## config.mk

```make
export PLATFORM = sky130hd
export DESIGN_NAME = rv_inst_encoder
export DESIGN_NICKNAME = d
export VERILOG_FILES = /design/src/rtl/rv_inst_encoder.sv
export SDC_FILE = /design/constraint.sdc
export NUM_CORES = 1
export LEC_CHECK = 0
export BUFFER_PORTS_ARGS = -buffer_cell sky130_fd_sc_hd__clkbuf_2
export CAP_MARGIN = 10
export CORE_MARGIN = 2
export CORE_UTILIZATION = 40
export CTS_BUF_LIST = sky130_fd_sc_hd__clkbuf_8
export DETAILED_ROUTE_END_ITERATION = 10
export PLACE_DENSITY_LB_ADDON = 0.2
export SLEW_MARGIN = 20
export SYNTH_ARGS = -nofsm -noshare
export SYNTH_HDL_FRONTEND = slang
export SYNTH_SLANG_ARGS = --single-unit
```

## constraint.sdc

```tcl
create_clock -name clk -period 2.6 [get_ports clk]
set_clock_uncertainty 0.15 [all_clocks]
set_input_delay 0.39 -clock clk [delete_from_list [all_inputs] [get_ports clk]]
set_output_delay 0.39 -clock clk [all_outputs]
set_load 0.005 [all_outputs]
```

## src/rtl/rv_inst_encoder.sv

```systemverilog
// RV32I field-bundle to instruction-word encoder with per-format immediate range checks.
// Optional macro RV_ENC_LI_EXPAND_EN splits an out-of-range "li" (ADDI rd,x0,imm) into LUI+ADDI.
module rv_inst_encoder (
    input  logic        clk,
    input  logic        rst,
    input  logic        in_valid,
    output logic        in_ready,
    input  logic [4:0]  in_opcode,
    input  logic [4:0]  in_rd,
    input  logic [4:0]  in_rs1,
    input  logic [4:0]  in_rs2,
    input  logic [2:0]  in_func3,
    input  logic [6:0]  in_func7,
    input  logic [31:0] in_imm,
    output logic        out_valid,
    input  logic        out_ready,
    output logic [31:0] out_inst,
    output logic        out_err,
    output logic        out_first
);

    typedef enum logic [2:0] {FmtR, FmtI, FmtS, FmtB, FmtU, FmtJ, FmtBad} fmt_e;
    typedef enum logic [0:0] {StIdle, StExp2} state_e;

    fmt_e        fmt;
    logic        fits12;
    logic        fits13;
    logic        fits21;
    logic        shamt_ok;
    logic        is_shift;
    logic        enc_expand;
    logic        enc_err;
    logic [31:0] enc_word;
    logic [31:0] addi_word;

    state_e      state_q, state_d;
    logic        out_valid_q, out_valid_d;
    logic [31:0] out_inst_q, out_inst_d;
    logic        out_err_q, out_err_d;
    logic        out_first_q, out_first_d;
    logic [31:0] pending_q, pending_d;
    logic        accept;
    logic        consume;

    always_comb begin
        case (in_opcode)
            5'b01100:                     fmt = FmtR;
            5'b00000, 5'b00100, 5'b11001: fmt = FmtI;
            5'b01000:                     fmt = FmtS;
            5'b11000:                     fmt = FmtB;
            5'b01101, 5'b00101:           fmt = FmtU;
            5'b11011:                     fmt = FmtJ;
            default:                      fmt = FmtBad;
        endcase
    end

    // A signed N-bit value has all bits from N-1 upward equal.
    assign fits12   = (&in_imm[31:11]) | ~(|in_imm[31:11]);
    assign fits13   = (&in_imm[31:12]) | ~(|in_imm[31:12]);
    assign fits21   = (&in_imm[31:20]) | ~(|in_imm[31:20]);
    assign shamt_ok = ~(|in_imm[31:5]);
    assign is_shift = (in_opcode == 5'b00100) && ((in_func3 == 3'b001) || (in_func3 == 3'b101));

    assign addi_word = {in_imm[11:0], in_rd, 3'b000, in_rd, 7'b0010011};

`ifdef RV_ENC_LI_EXPAND_EN
    logic [31:0] lui_hi;
    assign lui_hi     = in_imm + 32'h0000_0800;
    assign enc_expand = (in_opcode == 5'b00100) && (in_func3 == 3'b000) && (in_rs1 == 5'd0)
                        && !fits12;
`else
    assign enc_expand = 1'b0;
`endif

    always_comb begin
        enc_word = {25'd0, in_opcode, 2'b11};
        enc_err  = 1'b0;
        case (fmt)
            FmtR: begin
                enc_word[11:7]  = in_rd;
                enc_word[14:12] = in_func3;
                enc_word[19:15] = in_rs1;
                enc_word[24:20] = in_rs2;
                enc_word[31:25] = in_func7;
            end
            FmtI: begin
                enc_word[11:7]  = in_rd;
                enc_word[14:12] = in_func3;
                enc_word[19:15] = in_rs1;
                if (is_shift) begin
                    enc_word[24:20] = in_imm[4:0];
                    enc_word[31:25] = in_func7;
                    enc_err         = !shamt_ok;
                end else begin
                    enc_word[31:20] = in_imm[11:0];
                    enc_err         = !fits12 && !enc_expand;
                end
            end
            FmtS: begin
                enc_word[11:7]  = in_imm[4:0];
                enc_word[14:12] = in_func3;
                enc_word[19:15] = in_rs1;
                enc_word[24:20] = in_rs2;
                enc_word[31:25] = in_imm[11:5];
                enc_err         = !fits12;
            end
            FmtB: begin
                enc_word[7]     = in_imm[11];
                enc_word[11:8]  = in_imm[4:1];
                enc_word[14:12] = in_func3;
                enc_word[19:15] = in_rs1;
                enc_word[24:20] = in_rs2;
                enc_word[30:25] = in_imm[10:5];
                enc_word[31]    = in_imm[12];
                enc_err         = !fits13 || in_imm[0];
            end
            FmtU: begin
                enc_word[11:7]  = in_rd;
                enc_word[31:12] = in_imm[31:12];
                enc_err         = |in_imm[11:0];
            end
            FmtJ: begin
                enc_word[11:7]  = in_rd;
                enc_word[19:12] = in_imm[19:12];
                enc_word[20]    = in_imm[11];
                enc_word[30:21] = in_imm[10:1];
                enc_word[31]    = in_imm[20];
                enc_err         = !fits21 || in_imm[0];
            end
            default: enc_err = 1'b1;
        endcase
`ifdef RV_ENC_LI_EXPAND_EN
        if (enc_expand) begin
            enc_word = {lui_hi[31:12], in_rd, 7'b0110111};
        end
`endif
        if (enc_err) begin
            enc_word = 32'h0;
        end
    end

    assign consume  = out_valid_q && out_ready;
    assign in_ready = (state_q == StIdle) && (!out_valid_q || out_ready);
    assign accept   = in_valid && in_ready;

    always_comb begin
        state_d     = state_q;
        out_valid_d = out_valid_q;
        out_inst_d  = out_inst_q;
        out_err_d   = out_err_q;
        out_first_d = out_first_q;
        pending_d   = pending_q;
        unique case (state_q)
            StIdle: begin
                if (accept) begin
                    out_valid_d = 1'b1;
                    out_inst_d  = enc_word;
                    out_err_d   = enc_err;
                    out_first_d = 1'b1;
                    if (enc_expand) begin
                        pending_d = addi_word;
                        state_d   = StExp2;
                    end
                end else if (consume) begin
                    out_valid_d = 1'b0;
                end
            end
            StExp2: begin
                if (consume) begin
                    out_inst_d  = pending_q;
                    out_err_d   = 1'b0;
                    out_first_d = 1'b0;
                    state_d     = StIdle;
                end
            end
            default: state_d = StIdle;
        endcase
    end

    always_ff @(posedge clk) begin
        if (rst) begin
            state_q     <= StIdle;
            out_valid_q <= 1'b0;
            out_inst_q  <= 32'h0;
            out_err_q   <= 1'b0;
            out_first_q <= 1'b0;
            pending_q   <= 32'h0;
        end else begin
            state_q     <= state_d;
            out_valid_q <= out_valid_d;
            out_inst_q  <= out_inst_d;
            out_err_q   <= out_err_d;
            out_first_q <= out_first_d;
            pending_q   <= pending_d;
        end
    end

    assign out_valid = out_valid_q;
    assign out_inst  = out_inst_q;
    assign out_err   = out_err_q;
    assign out_first = out_first_q;

endmodule
```

==> results.md <==
* Clock root cell: clkbuf_8
* Main synth FF type: dfxtp_1
* Final Hold Fails at 0
* Fin Hold WS at 0.211 ns
* Status: completed
* Yosys top cell by area: dfxtp_1
* Met3 wire length at 378 µm
* Metal2 WL at 2770 µm
* Slew margin rel. at between 30 and 40%
* Setup violations, final at 0
* Psw at 313 µW
* Arrival time at the worst endpoint at 2.18 ns
* CP max-delay cell: nor4_1
* WP data required at 2.66 ns
* Part of the power in registers at a little under half
* Commonest non-fill, non-tap cell in the layout: clkbuf_2
* WL final at 5780 µm
* PortBufs at 101
* Worst VDD drop at 294 µV
* Drt wl/cell at 14.1 µm
* Slew Viols, Final at 0
* DR top layer: met4
* Final period util at 81.4%
* DIE AREA at 5460 µm²
* Share of the synthesized area in the top cell type at 35.9%
* DRT iter0 DRCs at 133
* Post-synthesis cell type count at 46
* Crit end category: register
* GR Overflow Total at 0
* CP peak stage delay at 0.40 ns
* Post-Syn Instances at 243
* DRT antenna net count at 0
* Worst setup SP type: input pin
* DP HPWL at 4530 µm
* Most frequent cells in the layout: clkbuf_2, nand2_1, dfxtp_1, o21ai_0
* Unrepaired setup endpoints after global routing: false
* Final nets at just over 400
* Comb pwr share at around 18%
* # IOs at 102
* Residual DRC at 0
* Critical Path Fanout Max at 20
* Total CTS buffers at 5
* Final setup TNS at 0 ns
* Drt pass-1 iters at 4
* TritonCTS clock tree: done
* Largest net degree at the start of global routing at 21
* CP Cell Sequence: clkbuf_2 > nor4_1 > buf_4 > nand4_1 > o21ai_0 > and4_2 > nand4bb_2 > buf_4 > o21ai_0
* Core footprint at about 4700 µm²
* Initial core utilization at 41.4%
* Register area share after synthesis at 35.9%
* CTS HTree Levels at 2
* Internal power component at 851 µW
* Post-synth EDFFs at 0
* Max clock buf depth at 2
* Routability Congestion at 0.862
* Met1 WL at 2550 µm
* Max-cap violations at 0
* Hold-fix buffers, CTS at 0
* Ranking of synthesized cells by area: dfxtp_1, nand2_1, o21ai_0
* Clock slew at the register clock pins of the worst setup and hold paths at 0.07 ns
* Clk pwr share at 34.0%
* Syn. warnings at 0
* Net Sw Frac at 26.9%
* Worst hold path type: in2reg
* Critical path type: in2reg
* Row count at 25
* Seq cells post-synth at 35
* PwrDens at ~450 nW/µm²
* First-pass GRT wire length at about 9000 µm
* Vias at 2151
* Post-CTS sizing at 0
* FFs w/ async S/R, synth at 0%
* Antenna Cells at 0
* Setup bufs post-CTS at 0
* Worst Tran Pin Value at between 0.9 and 1 ns
* Minimum clock period at 2.12 ns
* Total track usage at around 22%
* CP delay by family, top: simple AND/OR/NAND/NOR gates
* Leak Pwr at 0.00114 µW
* Buffers and inverters on the worst path at 3
* Average cell area after synthesis at 8.04 µm²
* Initial antenna violation count at 0
* Syn Std Cell Area at 1950 µm²
* Post-synth net total at 309
* Share of cells above drive strength 1 at 39.7%
* Via-per-instance ratio at 5.25
* Maximum clock rate at around 470 MHz
* Vias in the first global route at roughly 1900
* Layout area overhead at 32.8%
* Die Width at between 70 and 80 µm
* Height of the die at 73.9 µm
* Worst-Skew Late Latency at 0.28 ns
* Clk sinks at 35
-- layout make-up --
type	instances	area [µm²]
flip-flops and latches	35	701
fillers	470	2130
multi-input cells	183	1110
well taps	67	83.8
repair buffers	108	571
clock buffers	6	82.6
inverters	10	37.5
clock inverters	1	5.00
-- sequential cells by signal (all words and copies together), names as in the netlist --
| signal | count |
|---|---|
| out_inst | 31 |
| out_valid | 1 |
| state_q | 1 |
| out_err | 1 |
| out_first | 1 |
-- path summary, 6_finish.rpt --
| path | startpoint | end | slack, ns | depth (start not counted) |
|---|---|---|---|---|
| worst min-delay path | out_ready | state_q | 0.21 | 2 |
| worst max register to register | out_valid | out_inst[28] | 0.73 | 6 |
| worst min register to register | out_inst[7] | out_inst[7] | 0.30 | 2 |
| worst max-delay path | in_imm[12] | out_inst[25] | 0.48 | 9 |
-- cells in the mapped netlist, drive strengths merged (2+ instances only) --
cell type / count
a221oi: 2
a22oi: 12
a222oi: 6
a31oi: 6
and3: 3
nor2: 12
o31a: 2
nand3b: 2
nor4: 7
a22o: 4
a211oi: 4
dfxtp: 35
and2: 2
a21oi: 8
nor2b: 3
nand3: 2
clkbuf: 6
nor3: 5
a21o: 2
a32oi: 2
or2: 4
nand4: 7
o21ai: 37
buf: 9
inv: 10
nand2: 41
-- stage by stage --
step | util, % | cells | power, µW | instance area, µm² | worst slack [ns]
2_1_floorplan | - | 243 | 676 | 1950 | 0.547
3_3_place_gp | 53.1 | 403 | 779 | 2510 | 0.247
3_5_place_dp | 53.1 | 403 | 780 | 2510 | 0.188
4_1_cts | 54.9 | 410 | 1170 | 2590 | 0.469
5_1_grt | 54.9 | 410 | 1220 | 2590 | 0.306
6_report | 54.9 | 410 | 1160 | 2590 | 0.484
-- worst reg2reg max path: cells and delay by family (launching register included) --
family	cells	cell delay, ns
AND/OR/NAND/NOR	3	0.76
buffers and inverters	1	0.22
flip-flops	1	0.44
AO/OA/AOI/OAI	2	0.22
-- cell families (layout without fill, tap and decap cells) --
kind of cell | count (synthesis) | count (layout) | share of synthesized area, %
muxes | 1 | 1 | 0.513
buffers and inverters | 25 | 125 | 7.24
AOI/OAI and AO/OA | 89 | 89 | 31.6
and+or+nand+nor | 93 | 93 | 24.8
DFF | 35 | 35 | 35.9
-- layer usage --
metal,GRT usage (%),vias to the layer above
li1,-,1105
met1,27.8,962
met2,35.2,77
met3,4.80,7
met4,7.27,0
met5,0,-
-- power groups by stage --
stage          logic (µW)  clock network [µW]  registers, µW
2_1_floorplan         108                   0            567
3_3_place_gp          212                   0            567
3_5_place_dp          213                   0            567
4_1_cts               214                 402            555
5_1_grt               238                 427            556
6_report              213                 395            555
Power figures use the tool's default switching activity.
